`src/rtl/eprisc_io_arbiter.sv`:
```
// Two-master round-robin arbiter for the epRISC peripheral register bus.
// Every transaction is IDLE -> ACCESS (single enable cycle) -> DONE (ack), with optional lock.
module eprisc_io_arbiter #(
  parameter int ADDR_WIDTH = 2,
  parameter int DATA_WIDTH = 16
) (
  input  logic                  iClock,
  input  logic                  iReset,
  input  logic                  iReqA,
  input  logic                  iReqB,
  input  logic                  iWriteA,
  input  logic                  iWriteB,
  input  logic [ADDR_WIDTH-1:0] iAddrA,
  input  logic [ADDR_WIDTH-1:0] iAddrB,
  input  logic [DATA_WIDTH-1:0] iDataA,
  input  logic [DATA_WIDTH-1:0] iDataB,
  input  logic                  iLockA,
  input  logic                  iLockB,
  output logic                  oAckA,
  output logic                  oAckB,
  output logic [DATA_WIDTH-1:0] oDataA,
  output logic [DATA_WIDTH-1:0] oDataB,
  output logic [1:0]            oGrant,
  output logic [ADDR_WIDTH-1:0] oAddress,
  output logic [DATA_WIDTH-1:0] oData,
  input  logic [DATA_WIDTH-1:0] iData,
  output logic                  oWrite,
  output logic                  oEnable
);

  typedef enum logic [1:0] {IDLE, ACCESS, DONE} state_t;

  state_t                state_q, state_d;
  logic                  owner_q, owner_d;    // 0 = A, 1 = B
  logic                  last_q, last_d;      // master granted most recently
  logic                  locked_q, locked_d;
  logic [1:0]            grant_q, grant_d;
  logic [ADDR_WIDTH-1:0] addr_q, addr_d;
  logic [DATA_WIDTH-1:0] wdata_q, wdata_d;
  logic                  write_q, write_d;
  logic                  enable_q, enable_d;
  logic                  ack_a_q, ack_a_d;
  logic                  ack_b_q, ack_b_d;
  logic [DATA_WIDTH-1:0] rdata_a_q, rdata_a_d;
  logic [DATA_WIDTH-1:0] rdata_b_q, rdata_b_d;

  logic start;
  logic win;
  logic own_req;
  logic own_lock;

  assign own_req  = owner_q ? iReqB  : iReqA;
  assign own_lock = owner_q ? iLockB : iLockA;

  always_comb begin
    state_d   = state_q;
    owner_d   = owner_q;
    last_d    = last_q;
    locked_d  = locked_q;
    grant_d   = grant_q;
    addr_d    = addr_q;
    wdata_d   = wdata_q;
    write_d   = write_q;
    enable_d  = 1'b0;
    ack_a_d   = 1'b0;
    ack_b_d   = 1'b0;
    rdata_a_d = rdata_a_q;
    rdata_b_d = rdata_b_q;
    start     = 1'b0;
    win       = owner_q;

    case (state_q)
      IDLE: begin
        if (locked_q) begin
          if (own_req) begin
            start = 1'b1;
            win   = owner_q;
          end else if (!own_lock) begin
            locked_d = 1'b0;
            grant_d  = 2'b00;
          end
        end else if (iReqA && iReqB) begin
          // Contention goes to whoever was not served last.
          start = 1'b1;
          win   = ~last_q;
        end else if (iReqA) begin
          start = 1'b1;
          win   = 1'b0;
        end else if (iReqB) begin
          start = 1'b1;
          win   = 1'b1;
        end

        if (start) begin
          state_d  = ACCESS;
          owner_d  = win;
          last_d   = win;
          grant_d  = win ? 2'b10 : 2'b01;
          addr_d   = win ? iAddrB  : iAddrA;
          wdata_d  = win ? iDataB  : iDataA;
          write_d  = win ? iWriteB : iWriteA;
          enable_d = 1'b1;
        end
      end

      ACCESS: begin
        state_d = DONE;
        if (!write_q) begin
          if (owner_q) rdata_b_d = iData;
          else         rdata_a_d = iData;
        end
        if (owner_q) ack_b_d = 1'b1;
        else         ack_a_d = 1'b1;
      end

      DONE: begin
        state_d  = IDLE;
        locked_d = own_lock;
        if (!own_lock) grant_d = 2'b00;
      end

      default: state_d = IDLE;
    endcase
  end

  always_ff @(posedge iClock) begin
    if (iReset) begin
      state_q   <= IDLE;
      owner_q   <= 1'b0;
      last_q    <= 1'b1;
      locked_q  <= 1'b0;
      grant_q   <= 2'b00;
      addr_q    <= '0;
      wdata_q   <= '0;
      write_q   <= 1'b0;
      enable_q  <= 1'b0;
      ack_a_q   <= 1'b0;
      ack_b_q   <= 1'b0;
      rdata_a_q <= '0;
      rdata_b_q <= '0;
    end else begin
      state_q   <= state_d;
      owner_q   <= owner_d;
      last_q    <= last_d;
      locked_q  <= locked_d;
      grant_q   <= grant_d;
      addr_q    <= addr_d;
      wdata_q   <= wdata_d;
      write_q   <= write_d;
      enable_q  <= enable_d;
      ack_a_q   <= ack_a_d;
      ack_b_q   <= ack_b_d;
      rdata_a_q <= rdata_a_d;
      rdata_b_q <= rdata_b_d;
    end
  end

  assign oAckA    = ack_a_q;
  assign oAckB    = ack_b_q;
  assign oDataA   = rdata_a_q;
  assign oDataB   = rdata_b_q;
  assign oGrant   = grant_q;
  assign oAddress = addr_q;
  assign oData    = wdata_q;
  assign oWrite   = write_q;
  assign oEnable  = enable_q;

endmodule
```
`config.mk`:
```
export PLATFORM = sky130hd
export DESIGN_NAME = eprisc_io_arbiter
export DESIGN_NICKNAME = d
export VERILOG_FILES = /design/src/rtl/eprisc_io_arbiter.sv
export SDC_FILE = /design/constraint.sdc
export NUM_CORES = 1
export LEC_CHECK = 0
export ABC_AREA = 1
export CORE_AREA = 5 5 86 88
export CTS_CLUSTER_DIAMETER = 120
export CTS_CLUSTER_SIZE = 40
export DETAILED_ROUTE_END_ITERATION = 6
export DIE_AREA = 0 0 91 93
export PLACE_DENSITY_LB_ADDON = 0.05
export SKIP_CTS_REPAIR_TIMING = 1
export SYNTH_ARGS = -nofsm -noshare
export SYNTH_HDL_FRONTEND = slang
export SYNTH_SLANG_ARGS = --single-unit
```
`constraint.sdc`:
```
create_clock -name iClock -period 1.85 [get_ports iClock]
set_clock_uncertainty 0.15 [all_clocks]
set_input_delay 0.4625 -clock iClock [delete_from_list [all_inputs] [get_ports iClock]]
set_output_delay 0.4625 -clock iClock [all_outputs]
set_load 0.05 [all_outputs]
```
==> flow_summary.ini, run 1 <==
[floorplanning]
floorplan.die_area_mm2 = 0.00846
initial_utilization = 0.402
fp.coreArea_mm2 = 0.00657
core.rowCount = 30
design.portCount = 116
die_height_um = 93
die_width_um = 91

[route]
num_vias = 2602
residual_drc_count = 0
post_detailed_route_via_to_cell_ratio = 4.65
number_of_violations_reported_at_the_end_of_detailed_routing_iteration_0 = 87
postRouteAntennaNets = 0
drt-total-wl_um = 7170
drt_first_pass_iters = 4
wl_per_cell_um = 12.8

[timing]
hold_viol = 0
setup_total_negative_slack_ns = 0
post_route_clock_period_utilization = 0.866
final-setup-viol-count = 0
rsz_0062_raised_after_global_routing = false
fmax_ghz = 0.625
maxSlewHeadroom = 0.814
final.hold.worst_slack_ns = 0.327
fin_crit_period_ns = 1.60
final_max_slew_viol_count = 0
tightestPinTransition_ns = 0.278

[global_routing]
number_of_global_route_vias_before_repair = 2570
grt_pass1_wl_um = 12100
antenna_found_initial = 0
groute.usage.overall = 0.174
global_route_overflow = 0
grt_max_degree = 34

[power_and_ir_drop]
post-layout-total-power_mw = 3.89
power_leakage_nw = 1.82
ir_drop_mv = 0.562
powerDensity_mw_per_mm2 = 933

[setup_path]
critPathBufInv = 2
critical-path-top-delay-family = buffers and inverters
critPathMaxFanout = 20
critical_path.endpoint_type = flip-flop
critPathMaxStageDelay_ns = 0.53
crit_top_cell = sky130_fd_sc_hd__nand2_1
worst_path_max_delay_cell = sky130_fd_sc_hd__clkdlybuf4s50_1
worst-endpoint-arrival_ns = 1.72
worst-endpoint-required_ns = 1.96
path_class = in -> reg
crit_path_cell_trace = clkdlybuf4s50_1 -> nand3_1 -> nand2_1 -> buf_12 -> nand2_1 -> nand2_1 -> nand2_2 -> a21oi_2
start_kind = input port

[cts]
path_clk_slew_ns = 0.07
h-tree-depth = 3
max-clock-path-buffers = 2
tritoncts = built
worstSkewPairLatency_ns = 0.33
cts-root-buf = sky130_fd_sc_hd__clkbuf_8
clock_sink_count = 61
numCtsBuffers = 9

[logic_synthesis]
synthCells = 352
count_of_different_cell_masters_after_synthesis = 23
syn_area_mm2 = 0.00264
ys_warn_count = 0
synthesis.area_per_instance_um2 = 7.51
register_area_share_after_synthesis = 0.462
syn_nets = 412
ys_seq_elements = 61

[final_layout]
layout.core_utilization = 0.635
layout.filler_cells = 621
antenna-diode-count = 0
drive_above_1_share = 0.296
layout-area-overhead-vs-synth_pct = 57.7
finish.cell_count_without_fillers = 560
final_net_count = 535

[placed_design]
place_congestion = 0.890
dp.final_hpwl_um = 5330
count_of_buffers_from_port_buffering = 115
dp.cells = 544

[run_status]
run_status = complete, no violations

[run]
drv.max_cap_violation_count = 0

[worst_hold_path]
worstHoldPathType = reg -> reg
-- flip-flops by register name (all words and copies together), names as in the netlist --
signal and flops:
oDataA 16, oDataB 16, oData 16, oAddress 2
oGrant 2, state_q 2, last_q 1, locked_q 1
oAckA 1, oAckB 1, oEnable 1, oWrite 1
owner_q 1
-- routing by layer --
metal | vias up | track usage | wire length (um)
li1 | 1365 | - | -
met2 | 83 | 0.300 | 3540
met4 | 0 | 0.0697 | 119
met5 | - | 0 | 0
met3 | 12 | 0.0531 | 521
met1 | 1142 | 0.199 | 2990
-- final cells by class --
class / instances / area, um2 / share of cell area
Clock inverter: 7 / 66.3 / 0.0159
Multi-Input combinational cell: 259 / 1240 / 0.298
Inverter: 12 / 51.3 / 0.0123
Tap cell: 80 / 100 / 0.0240
Sequential cell: 61 / 1220 / 0.293
Clock buffer: 9 / 124 / 0.0297
Timing Repair Buffer: 132 / 1360 / 0.327
-- cells in the final DEF, fill, tap and decap left out --
cell and instances:
sky130_fd_sc_hd__nor2_1 72, sky130_fd_sc_hd__nor3_1 3, sky130_fd_sc_hd__buf_12 18, sky130_fd_sc_hd__nand3_1 24, sky130_fd_sc_hd__nand2_2 25, sky130_fd_sc_hd__buf_4 55
sky130_fd_sc_hd__clkinv_4 2, sky130_fd_sc_hd__inv_1 8, sky130_fd_sc_hd__clkinvlp_4 1, sky130_fd_sc_hd__nand2_1 75, sky130_fd_sc_hd__o21ai_0 32, sky130_fd_sc_hd__a21oi_2 19
sky130_fd_sc_hd__nand2_4 2, sky130_fd_sc_hd__dfxtp_1 61, sky130_fd_sc_hd__bufinv_16 1, sky130_fd_sc_hd__o211ai_2 1, sky130_fd_sc_hd__nand3_2 1, sky130_fd_sc_hd__a211oi_1 1
sky130_fd_sc_hd__nor2_2 1, sky130_fd_sc_hd__clkbuf_8 9, sky130_fd_sc_hd__clkinv_2 5, sky130_fd_sc_hd__a21oi_1 3, sky130_fd_sc_hd__inv_2 2, sky130_fd_sc_hd__clkdlybuf4s50_1 59
-- final timing paths --
check	startpoint	endpoint	slack, ns	cells past startpoint
worst max-delay path	iReqA	oData[12]	0.25	8
worst max register to register	owner_q	oGrant[0]	0.36	8
worst min-delay path	oData[12]	oData[12]	0.33	2
worst min register to register	oData[12]	oData[12]	0.33	2
-- metrics by stage --
stage	area (um2)	setup slack [ns]
after floorplan	2640	0.310
after global placement	3980	-0.0747
after detailed placement	3980	-0.0964
after CTS	4170	0.241
after global routing	4170	0.125
final	4170	0.249
-- synthesized netlist by cell type, drive strengths merged --
library cell,n,area share
clkbuf,7,0.011
clkinv,2,0.0052
a21oi,22,0.069
a211oi,1,0.0028
nor2,73,0.10
nor3,3,0.0057
inv,10,0.014
dfxtp,61,0.46
o21ai,32,0.061
nand3,25,0.049
nand2,102,0.17
buf,13,0.037
o211ai,1,0.0047
-- tightest hold or removal path: cells and delay by family, from the launching register on --
kind	cells	cell delay [ns]
flops	1	0.31
compound gates	1	0.05
simple gates	1	0.07
-- report_power, final --
part	internal, mW	switching, mW	total, mW	leakage, nW
combinational	0.511	0.730	1.24	1.22
clock	0.614	0.535	1.15	0.0987
sequential	1.42	0.0773	1.50	0.499
total	2.55	1.34	3.89	1.82
-- cell families after synthesis --
logic type      Yosys count  share of synthesized area
buf+inv                  32                     0.0677
simple gates            203                      0.334
flops                    61                      0.462
compound gates           56                      0.137
No activity file was read; power rests on OpenSTA's default activity.
==> run 2, diff against run 1 <==
==> constraint.sdc (replaced) <==
create_clock -name iClock -period 1.85 [get_ports iClock]
set_clock_uncertainty 0.15 [all_clocks]
set_input_delay 0.4625 -clock iClock [delete_from_list [all_inputs] [get_ports iClock]]
set_output_delay 0.4625 -clock iClock [all_outputs]
set_load 0.005 [all_outputs]
==> flow_summary.ini, run 2 (synthesized netlist as in run 1, its figures left out) <==
[run_status]
run_status = complete, no violations

[setup_path]
critPathMaxStageDelay_ns = 0.50
path_class = reg -> out
critical-path-top-delay-family = buffers and inverters
critPathMaxFanout = 4
critical_path.endpoint_type = primary output
cp.depth = 1
worst_path_max_delay_cell = sky130_fd_sc_hd__clkdlybuf4s50_1
reg2reg_depth = 8
crit_path_cell_trace = clkdlybuf4s50_1
worst-endpoint-required_ns = 1.24
critPathBufInv = 1
worst-endpoint-arrival_ns = 1.20
start_kind = flip-flop

[floorplanning]
fp.coreArea_mm2 = 0.00657
floorplan.die_area_mm2 = 0.00846
die_height_um = 93
initial_utilization = 0.402
core.rowCount = 30
die_width_um = 91
design.portCount = 116

[route]
post_detailed_route_via_to_cell_ratio = 4.66
num_vias = 2605
wl_per_cell_um = 12.9
postRouteAntennaNets = 0
residual_drc_count = 0
number_of_violations_reported_at_the_end_of_detailed_routing_iteration_0 = 81
drt-total-wl_um = 7200
drt_first_pass_iters = 4

[timing]
fmax_ghz = 0.553
hold_viol = 0
maxSlewHeadroom = 0.821
fin_crit_period_ns = 1.81
tightestPinTransition_ns = 0.269
final_max_slew_viol_count = 0
final-setup-viol-count = 0
rsz_0062_raised_after_global_routing = false
post_route_clock_period_utilization = 0.977
final.hold.worst_slack_ns = 0.319

[global_routing]
grt_pass1_wl_um = 12000
grt_max_degree = 34
global_route_overflow = 0
number_of_global_route_vias_before_repair = 2538
groute.usage.overall = 0.173
antenna_found_initial = 0

[cts]
cts-root-buf = sky130_fd_sc_hd__clkbuf_8
h-tree-depth = 3
clock_sink_count = 61
numCtsBuffers = 9
path_clk_slew_ns = 0.07
tritoncts = built
max-clock-path-buffers = 2
worstSkewPairLatency_ns = 0.33

[worst_hold_path]
min_delay_path_depth = 2
worstHoldPathType = reg -> reg

[power_and_ir_drop]
post-layout-total-power_mw = 3.68
powerDensity_mw_per_mm2 = 879
ir_drop_mv = 0.429
power_leakage_nw = 1.77

[final_layout]
commonest_non_fill_non_tap_cells_in_the_layout = sky130_fd_sc_hd__clkdlybuf4s50_1 (110), sky130_fd_sc_hd__nand2_1 (75), sky130_fd_sc_hd__nor2_1 (72), sky130_fd_sc_hd__dfxtp_1 (58), sky130_fd_sc_hd__o21ai_0 (32)
multi_input_area_mm2 = 0.00124
layout.filler_cells = 607
layout.cells.most_common = sky130_fd_sc_hd__clkdlybuf4s50_1
layout-area-overhead-vs-synth_pct = 58.6
antenna-diode-count = 0
drive_above_1_share = 0.184
seqCellArea_mm2 = 0.00123
final_net_count = 534
finish.cell_count_without_fillers = 559

[placed_design]
place_congestion = 0.896
count_of_buffers_from_port_buffering = 115
dp.cells = 543
dp.final_hpwl_um = 5330

[run]
drv.max_cap_violation_count = 0
-- run 2: changes by cell type in the layout (fill, tap and decap cells not counted), moves of 3 or more --
cell / delta
sky130_fd_sc_hd__dlymetal6s2s_1: +5
sky130_fd_sc_hd__clkdlybuf4s50_1: +51
sky130_fd_sc_hd__buf_4: -44
sky130_fd_sc_hd__buf_12: -13
sky130_fd_sc_hd__dfxtp_1: -3
-- run 2: where the power goes --
group,internal [mW],switching [mW],total (mW)
logic,0.480,0.400,0.880
registers,1.42,0.0616,1.49
clock network,0.792,0.527,1.32
-- run 2: routing by layer --
metal	track usage	vias up	part of all wire
li1	-	1365	-
met2	0.293	72	0.50
met1	0.206	1163	0.43
met4	0.0685	0	0.0090
met5	0	-	0
met3	0.0499	5	0.067
-- run 2: path summary, 6_finish.rpt --
check / from / endpoint / slack, ns
worst max-delay path: oWrite / oWrite / 0.04
worst min register to register: oGrant[1] / oGrant[1] / 0.32
worst min-delay path: oGrant[1] / oGrant[1] / 0.32
worst max register to register: owner_q / oData[0] / 0.36
-- run 2: through the flow --
step	setup slack (ns)	util	area, um2	setup TNS [ns]
after CTS	-0.0690	0.635	4170	-0.0690
after global placement	-0.0851	0.601	3950	-1.45
after global routing	0.000160	0.638	4190	0
after detailed placement	-0.100	0.601	3950	-1.80
final	0.0424	0.638	4190	0
after floorplan	0.434	-	2640	0
-- run 2: area by class of cell --
cell class | count | area share
clock inverter | 6 | 0.0206
clock buffer | 10 | 0.0328
multi-input combinational | 259 | 0.297
inverter | 12 | 0.0122
sequential | 61 | 0.293
timing repair buffer | 131 | 0.321
tap | 80 | 0.0239
==> run 3, diff against run 2 <==
--- a/config.mk
+++ b/config.mk
@@ -6,6 +6,7 @@
 export NUM_CORES = 1
 export LEC_CHECK = 0
 export ABC_AREA = 1
+export CAP_MARGIN = 20
 export CORE_AREA = 5 5 86 88
 export CTS_CLUSTER_DIAMETER = 120
 export CTS_CLUSTER_SIZE = 40
==> results of run 3 <==
The final DEF is identical to that of run 2; final timing and power are the same.
